**config.mk**
```make
export PLATFORM = sky130hd
export DESIGN_NAME = slide_sequencer
export DESIGN_NICKNAME = d
export VERILOG_FILES = /design/src/rtl/slide_sequencer_pkg.sv /design/src/rtl/slide_btn_sync.sv /design/src/rtl/slide_sequencer.sv
export SDC_FILE = /design/constraint.sdc
export NUM_CORES = 1
export LEC_CHECK = 0
export CORE_UTILIZATION = 40
export DETAILED_ROUTE_END_ITERATION = 16
export DONT_BUFFER_PORTS = 1
export PLACE_DENSITY = 0.52
export REMOVE_ABC_BUFFERS = 1
export SYNTH_ARGS = -nofsm -noshare
export SYNTH_HDL_FRONTEND = slang
export SYNTH_HIERARCHICAL = 1
export SYNTH_SLANG_ARGS = --single-unit
```
**constraint.sdc**
```tcl
create_clock -name clk -period 2.2 [get_ports clk]
set_input_delay 0.22 -clock clk [delete_from_list [all_inputs] [get_ports clk]]
set_output_delay 0.22 -clock clk [all_outputs]
set_load 0.1 [all_outputs]
```
**src/rtl/slide_sequencer_pkg.sv**
```systemverilog
// -----------------------------------------------------------------------------
// slide_sequencer_pkg
// Shared slideshow/VGA definitions. The renderer and the slide sequencer both
// import this package, so the two agree on the ROM layout and the sequencer
// state encoding.
//   NUM_SLIDES   : images stored in ROM; the slide index wraps modulo this value
//   SLIDE_PIXELS : ROM words per image
//   state_e      : 2-bit sequencer FSM encoding
// -----------------------------------------------------------------------------
package slide_sequencer_pkg;

  localparam int NUM_SLIDES   = 4;
  localparam int SLIDE_PIXELS = 15000;

  localparam logic [1:0] ST_IDLE_ENC     = 2'd0;
  localparam logic [1:0] ST_DEBOUNCE_ENC = 2'd1;
  localparam logic [1:0] ST_PENDING_ENC  = 2'd2;
  localparam logic [1:0] ST_HOLD_ENC     = 2'd3;

  typedef enum logic [1:0] {
    ST_IDLE     = ST_IDLE_ENC,
    ST_DEBOUNCE = ST_DEBOUNCE_ENC,
    ST_PENDING  = ST_PENDING_ENC,
    ST_HOLD     = ST_HOLD_ENC
  } state_e;

endpackage

```
**src/rtl/slide_btn_sync.sv**
```systemverilog
// -----------------------------------------------------------------------------
// slide_btn_sync
// Two-flop synchronizer for the asynchronous board buttons. Each bit gets its
// own two-stage chain, and both stages clear to 0 on reset.
//   clk    in  pixel clock
//   reset  in  asynchronous, active-high
//   i_btn  in  raw button levels (asynchronous)
//   o_btn  out synchronized button levels (2-edge latency)
// -----------------------------------------------------------------------------
module slide_btn_sync #(
  parameter int WIDTH = 2
) (
  input  logic             clk,
  input  logic             reset,
  input  logic [WIDTH-1:0] i_btn,
  output logic [WIDTH-1:0] o_btn
);

  logic [WIDTH-1:0] r_meta;
  logic [WIDTH-1:0] r_sync;

  // NOTE: non-blocking assignments make both stages sample their old values,
  // which keeps this a two-flop chain instead of collapsing it into one flop.
  always_ff @(posedge clk or posedge reset) begin
    if (reset) begin
      r_meta <= '0;
      r_sync <= '0;
    end else begin
      r_meta <= i_btn;
      r_sync <= r_meta;
    end
  end

  assign o_btn = r_sync;

endmodule

```
**src/rtl/slide_sequencer.sv**
```systemverilog
// -----------------------------------------------------------------------------
// slide_sequencer
// Sequences the slideshow. It synchronizes and debounces the next/previous
// buttons, keeps the current slide index, and applies each step only on
// frame_start so that the renderer never changes image in the middle of a
// frame. It also drives the ROM base address for the current slide, which is
// slide_index*SLIDE_PIXELS. That address is maintained by adding or subtracting
// SLIDE_PIXELS, so no multiplier is needed.
//   clk          in  pixel clock
//   reset        in  asynchronous, active-high; clears all state
//   nextIMG      in  raw next button (asynchronous)
//   previousIMG  in  raw previous button (asynchronous)
//   frame_start  in  one-cycle pulse at the start of vertical blanking
//   auto_en      in  auto-advance request (used only with SLIDE_AUTO_ADVANCE_EN)
//   slide_index  out current slide
//   base_addr    out ROM base address of the current slide
//   step_pulse   out one-cycle pulse aligned with a slide_index change
//   pending      out a debounced step is waiting for frame_start
// Optional feature macro: SLIDE_AUTO_ADVANCE_EN. When it is defined, the
// sequencer advances one slide every AUTO_FRAMES frames while idle and
// auto_en=1.
// -----------------------------------------------------------------------------
module slide_sequencer #(
  parameter int NUM_SLIDES      = slide_sequencer_pkg::NUM_SLIDES,
  parameter int SLIDE_PIXELS    = slide_sequencer_pkg::SLIDE_PIXELS,
  parameter int ADDR_W          = 16,
  parameter int DEBOUNCE_CYCLES = 1000000,
  parameter int AUTO_FRAMES     = 300
) (
  input  logic                          clk,
  input  logic                          reset,
  input  logic                          nextIMG,
  input  logic                          previousIMG,
  input  logic                          frame_start,
  input  logic                          auto_en,
  output logic [$clog2(NUM_SLIDES)-1:0] slide_index,
  output logic [ADDR_W-1:0]             base_addr,
  output logic                          step_pulse,
  output logic                          pending
);

  import slide_sequencer_pkg::*;

  localparam int IDX_W = $clog2(NUM_SLIDES);
  localparam int DB_W  = $clog2(DEBOUNCE_CYCLES + 1);
  localparam logic [IDX_W-1:0]  LAST_IDX  = IDX_W'(NUM_SLIDES - 1);
  localparam logic [ADDR_W-1:0] STEP_ADDR = ADDR_W'(SLIDE_PIXELS);
  localparam logic [ADDR_W-1:0] LAST_BASE = ADDR_W'((NUM_SLIDES - 1) * SLIDE_PIXELS);
  localparam logic [DB_W-1:0]   DB_LAST   = DB_W'(DEBOUNCE_CYCLES - 1);

  logic [1:0] w_btn_sync;
  logic       w_nx;
  logic       w_pv;
  logic       w_latched_btn;

  state_e            r_state;
  state_e            w_state_nxt;
  logic              r_dir_up;
  logic              w_dir_up_nxt;
  logic [DB_W-1:0]   r_db_cnt;
  logic [DB_W-1:0]   w_db_cnt_nxt;
  logic              w_manual_step;
  logic              w_step;
  logic              w_step_up;

  logic [IDX_W-1:0]  r_idx;
  logic [ADDR_W-1:0] r_base;
  logic              r_step_pulse;

  slide_btn_sync #(.WIDTH(2)) u_btn_sync (
    .clk   (clk),
    .reset (reset),
    .i_btn ({previousIMG, nextIMG}),
    .o_btn (w_btn_sync)
  );

  assign w_nx          = w_btn_sync[0];
  assign w_pv          = w_btn_sync[1];
  assign w_latched_btn = r_dir_up ? w_nx : w_pv;

  always_ff @(posedge clk or posedge reset) begin
    if (reset) begin
      r_state  <= ST_IDLE;
      r_dir_up <= 1'b0;
      r_db_cnt <= '0;
    end else begin
      r_state  <= w_state_nxt;
      r_dir_up <= w_dir_up_nxt;
      r_db_cnt <= w_db_cnt_nxt;
    end
  end

  // NOTE: every signal assigned here gets a default first. Without the
  // defaults, a path that leaves a signal unassigned would infer a latch.
  always_comb begin
    w_state_nxt   = r_state;
    w_dir_up_nxt  = r_dir_up;
    w_db_cnt_nxt  = r_db_cnt;
    w_manual_step = 1'b0;
    case (r_state)
      ST_IDLE: begin
        // Exactly one button is needed. Both held together is ambiguous and ignored.
        if (w_nx ^ w_pv) begin
          w_dir_up_nxt = w_nx;
          w_db_cnt_nxt = '0;
          w_state_nxt  = ST_DEBOUNCE;
        end
      end
      ST_DEBOUNCE: begin
        if (!w_latched_btn) begin
          w_state_nxt = ST_IDLE;
        end else if (r_db_cnt == DB_LAST) begin
          w_state_nxt = ST_PENDING;
        end else begin
          w_db_cnt_nxt = r_db_cnt + 1'b1;
        end
      end
      ST_PENDING: begin
        if (frame_start) begin
          w_manual_step = 1'b1;
          w_state_nxt   = ST_HOLD;
        end
      end
      ST_HOLD: begin
        // Returning to IDLE only after a full release gives one step per press.
        if (!w_nx && !w_pv) begin
          w_state_nxt = ST_IDLE;
        end
      end
      default: w_state_nxt = ST_IDLE;
    endcase
  end

`ifdef SLIDE_AUTO_ADVANCE_EN
  localparam int AF_W = $clog2(AUTO_FRAMES + 1);
  localparam logic [AF_W-1:0] AF_LAST = AF_W'(AUTO_FRAMES - 1);

  logic [AF_W-1:0] r_frame_cnt;
  logic            w_auto_step;

  assign w_auto_step = (r_state == ST_IDLE) && auto_en && frame_start &&
                       (r_frame_cnt == AF_LAST);

  // Frames are counted only while idle. In the other states the count holds,
  // and a manual step restarts it.
  always_ff @(posedge clk or posedge reset) begin
    if (reset) begin
      r_frame_cnt <= '0;
    end else if (!auto_en || w_manual_step || w_auto_step) begin
      r_frame_cnt <= '0;
    end else if ((r_state == ST_IDLE) && frame_start) begin
      r_frame_cnt <= r_frame_cnt + 1'b1;
    end
  end

  // A manual step happens only in PENDING and an auto step only in IDLE, so
  // the two can never coincide.
  assign w_step    = w_manual_step | w_auto_step;
  assign w_step_up = w_auto_step ? 1'b1 : r_dir_up;
`else
  logic w_unused_auto_en;
  assign w_unused_auto_en = auto_en;
  assign w_step           = w_manual_step;
  assign w_step_up        = r_dir_up;
`endif

  // The index and base address are updated together, so base_addr always
  // matches slide_index.
  always_ff @(posedge clk or posedge reset) begin
    if (reset) begin
      r_idx        <= '0;
      r_base       <= '0;
      r_step_pulse <= 1'b0;
    end else begin
      r_step_pulse <= w_step;
      if (w_step) begin
        if (w_step_up) begin
          if (r_idx == LAST_IDX) begin
            r_idx  <= '0;
            r_base <= '0;
          end else begin
            r_idx  <= r_idx + 1'b1;
            r_base <= r_base + STEP_ADDR;
          end
        end else begin
          if (r_idx == '0) begin
            r_idx  <= LAST_IDX;
            r_base <= LAST_BASE;
          end else begin
            r_idx  <= r_idx - 1'b1;
            r_base <= r_base - STEP_ADDR;
          end
        end
      end
    end
  end

  assign slide_index = r_idx;
  assign base_addr   = r_base;
  assign step_pulse  = r_step_pulse;
  assign pending     = (r_state == ST_PENDING);

endmodule

```
Word level (Yosys, flattened, before mapping):

Cells that the tools add are included.

* $add $sub $neg: 5
* equality and inequality tests: 11
* mux-type cells: 19
* bitwise logic cells: 1
* reduce and logical (&&, ||, !) cells: 9

Operators by type and width (count)
* 20-bit 2-to-1 mux: 3
* 16-bit 2-to-1 mux: 3
* 20-bit case mux with 2 select lines: 1
* 20-bit by 1-bit adder with 20-bit output, second input constant: 1
* 20-bit equality test, second input constant: 1
* 16-bit by 14-bit adder with 16-bit output, second input constant: 1
* 2-bit 2-to-1 mux: 8
* 16-bit by 14-bit subtractor with 16-bit output, second input constant: 1
* 2-bit inequality test, second input constant: 5
* 2-bit case mux with 4 select lines: 1
* 4-bit AND reduction: 2
* 2-bit equality test, second input constant: 3
* 2-bit logical NOT: 2
* 1-bit 2-to-1 mux: 3
* 3-bit inequality test, second input constant: 1
* 2-bit by 1-bit adder with 2-bit output, second input constant: 1
* 2-bit by 1-bit equality test with 1-bit output, second input constant: 1
* 1-bit logical NOT: 2
* 2-bit AND reduction: 1
* 2-bit nonzero test: 1
* 2-bit by 1-bit subtractor with 2-bit output, second input constant: 1
* 1-bit logical AND: 1
* 1-bit XOR: 1

* flip-flop bits (word level): 46
* output and inout port bits: 20
* logic and storage cells: 53

Depth between registers and ports, before layout:

* depth after elaboration: 4
* depth in mapped cells: 8
* depth with buffers taken out: 7

Hierarchy:

Netlist, hierarchy kept.

Modules (own cells, without submodules)
* slide_sequencer: times used 1, cells each 314, area an instance 2627.5 µm², sequential area each 975.9 µm²
* slide_btn_sync: times used 1, cells each 5, area an instance 103.8 µm², sequential area each 100.1 µm²

Worst setup path before layout:

Ideal clock, no wire load.

* kind: register to register
* start point: reg r_base[3], in the netlist base_addr[3]
* end point: reg r_base[13], in the netlist base_addr[13]
* setup time: 0.121 ns
* data arrival time: 2.579 ns
* data required time: 2.079 ns
* path slack: -0.499 ns
* stages on the path, launching flop included: 9
* path through: dfrtp_1 buf_2 inv_1 ha_1 nand4b_1 a21boi_0 o221a_2 o2111ai_1 o21a_1

* word-level cells in the longest chain between the ends: 3
* elaborated cells between the ends (all ways): 5
* those cells by class: add/sub: 2; mux: 3

RTL lines
* from (decl): RTL line slide_sequencer.sv:67 `logic [ADDR_W-1:0] r_base;`
* from (signal assigned): RTL line slide_sequencer.sv:183 `r_base <= r_base + STEP_ADDR;`
* from (signal assigned): RTL line slide_sequencer.sv:191 `r_base <= r_base - STEP_ADDR;`
* 16-bit by 14-bit subtractor with 16-bit output or 16-bit by 14-bit adder with 16-bit output (tied branches): RTL line slide_sequencer.sv:191, slide_sequencer.sv:183
* 16-bit 2-to-1 mux, on equally long branches: RTL line slide_sequencer.sv:186, slide_sequencer.sv:178
* 16-bit 2-to-1 mux (*): RTL line slide_sequencer.sv:177 `if (w_step_up) begin`

Every way passes the cells marked *; elsewhere a longest branch is shown, timed or not.
A chain may end at the register's enable or synchronous reset.

Worst setup path after layout:

* start point: reg r_base[3], in the netlist base_addr[3]
* end point: reg r_base[12], in the netlist base_addr[12]

The elaborated chain is that of the path after synthesis.

==> out/metrics.csv <==
metric,value,unit
status,"complete, no violations",
setup_violations,0,
netlist_area,0.00273,mm^2
syn_inst,319,
vdd_ir_drop_max,0.584,mV
n_antenna_cell,0,
synth_seq_cells,43,
grt-ovfl-total,0,
die_h,84.6,um
clk_latency,0.30,ns
wl,6480,um
synthArstFlopShare,100,%
area_growth,15.6,%
clock_skew,0.00796,ns
antenna_found_initial,0,
switching_share,31.2,%
internal_power,1.46,mW
pre_cts_ws,0.0824,ns
gp_congestion,0.814,
dp.cells,407,
worst_setup_path_end_kind,register,
power.density,672,mW/mm^2
fin_nets,354,
synth-main-ff-cell,dfrtp_1,
coreArea,0.00646,mm^2
multiInputGateArea,0.00149,mm^2
arrival,2.25,ns
power_switching,663,uW
io_buffers,0,
drt_iter0_markers,173,
synthTopCellsByArea,"dfrtp_1 39%, a21oi_1 7.0%, o21ai_0 5.1%",
maxSlewHeadroom,31.4,%
first_pass_iters,6,
cts_max_level,2,
rsz0062_at_grt,no,
period_share,93.3,%
nFillCells,628,
via_per_inst,5.91,
synth.avg_cell_area,8.56,um^2
grt_max_degree,28,
worst_pin_slew,1.02,ns
synth_top_cell_by_area,dfrtp_1,
synth_edf_count,0,
cp_max_fo,7,
numCtsBuffers,5,
cts_root_buffer,clkbuf_8,
finalHoldViolations,0,
synth_top_area_share,39.4,%
critPathLaunchType,register,
final_common_cell,dfrtp_1,
setup_ws,0.147,ns
drive_gt1_share,14.6,%
drv_slew,0,
ctsLongestPathBuffers,2,
grt_pass1_vias,2336,
power.leakage,1.31,nW
grt_pass1_wl,11300,um
max_cap_violations,0,
ant_nets,0,
ys_types,61,
chipWidth,84.6,um
grt_use_total,19.7,%
cts.sinks,43,
cp.required,2.40,ns
die_area,0.00716,mm^2
crit_type,reg -> reg,
ys.warnings.count,6,
power_frac_clock,35.1,%
initial_utilization,42.3,%
p_comb_share,23.9,%
instances_no_fill,420,
seqPwrFrac,41.0,%
fmax,487,MHz
rows,29,
hp-class,in -> reg,
cts_tree,yes,
io_pins,26,
seq_area,0.00108,mm^2
clkTransAtPathRegs,0.09,ns
yosysSeqAreaShare,39.4,%
via_count,2484,
wl_per_cell,15.4,um
drcViolationCount,0,
final_cell_mix,"43 x dfrtp_1, 38 x a21oi_1, 34 x buf_4, 28 x o21ai_0, 24 x nand2_1",
period_needed,2.05,ns
place_hpwl,4520,um
[registers in the layout, indices dropped and copies added (netlist names)]
| name | flops |
|---|---|
| r_db_cnt | 20 |
| base_addr | 13 |
| r_state | 2 |
| slide_index | 2 |
| u_btn_sync/o_btn | 2 |
| u_btn_sync/r_meta | 2 |
| r_dir_up | 1 |
| step_pulse | 1 |
[final timing paths]
| path | endpoint | cells past startpoint | slack [ns] | from |
|---|---|---|---|---|
| worst max-delay path | base_addr[12] | 6 | 0.15 | base_addr[3] |
| worst min-delay path | r_state[0] | 2 | 0.16 | frame_start |
| worst max register to register | base_addr[12] | 6 | 0.15 | base_addr[3] |
| worst min register to register | u_btn_sync/o_btn[1] | 0 | 0.36 | u_btn_sync/r_meta[1] |
| max in group asynchronous | r_db_cnt[13] | 3 | 1.11 | reset |
| min in group asynchronous | u_btn_sync/o_btn[1] | 2 | 0.25 | reset |
[metal layers]
metal / wire length (um) / vias to the layer above / global-route usage, %
met3: 273 / 8 / 4.03
met2: 2770 / 55 / 29.2
met5: 0 / - / 0
met1: 3370 / 1197 / 28.8
li1: - / 1224 / -
met4: 69 / 0 / 5.86
[cell families (layout without fill, tap and decap cells)]
kind of cell	after synthesis	in the layout	synth area share (%)
AOI/OAI and AO/OA	114	114	26.7
and+or+nand+nor	102	102	20.4
xor gates and xnor gates	7	7	2.24
other	1	3	0.137
DFF	43	43	39.4
muxes	4	4	1.51
adders and majority gates	6	6	2.75
buffers and inverters	42	64	6.83
[per-stage QoR]
| step | power (mW) | setup TNS (ns) | util (%) | cell area, um^2 | hold slack (ns) |
|---|---|---|---|---|---|
| floorplan | 1.23 | -1.62 | - | 2620 | -0.0139 |
| detailed placement | 1.38 | 0 | 45.9 | 2960 | -0.00319 |
| global route | 2.23 | 0 | 48.9 | 3160 | 0.158 |
| CTS | 2.14 | 0 | 48.5 | 3130 | 0.149 |
| global placement | 1.38 | 0 | 45.9 | 2960 | -0.00242 |
| finish | 2.12 | 0 | 48.9 | 3160 | 0.163 |
[worst max-delay path: stages, from the launching register on]
cell	delay, ns
dfrtp_1	0.45
buf_4	0.35
o211ai_1	0.16
a31oi_1	0.48
o31a_1	0.19
o22ai_1	0.08
a22o_1	0.25
[area by class of cell]
type,instances,area share [%]
tap,77,3.05
clock buffer,5,2.18
multi-input combinational,236,47.3
sequential,43,34.1
clock inverter,3,2.14
timing repair buffer,37,9.03
inverter,19,2.26
[cell usage after synthesis (all sizes together) (2+ instances only)]
cell / n
xor2: 2
nor2b: 5
or4: 5
a211oi: 3
ha: 6
nand3: 7
clkbuf: 11
a22o: 2
and3: 4
nand3b: 2
o31ai: 10
a22oi: 2
nor3: 6
nor3b: 2
a21oi: 38
nor4b: 2
a31oi: 3
nand2: 24
o22ai: 3
nor4: 3
xnor2: 5
a221oi: 2
o211ai: 3
o21ai: 28
nand2b: 3
o21a: 2
dfrtp: 43
o41ai: 2
or3: 14
and4: 2
nor2: 15
o31a: 2
mux2i: 3
nand4: 5
buf: 12
inv: 19
[power groups by stage]
| stage | sequential, mW | clock (mW) | combinational [mW] |
|---|---|---|---|
| after detailed placement | 0.887 | 0 | 0.492 |
| after CTS | 0.871 | 0.769 | 0.500 |
| after global placement | 0.886 | 0 | 0.495 |
| after global routing | 0.878 | 0.798 | 0.551 |
| final | 0.870 | 0.745 | 0.506 |
| after floorplan | 0.902 | 0 | 0.325 |
[timing repair]
action / CTS / global route
endpoints found under the setup margin: 0 / 9
buffers inserted: 0 / 2
hold buffers: 3 / 0
resized for setup: 0 / 2
hold endpoints to repair: 31 / 0
Note: power is estimated with default switching activity, not from simulation.
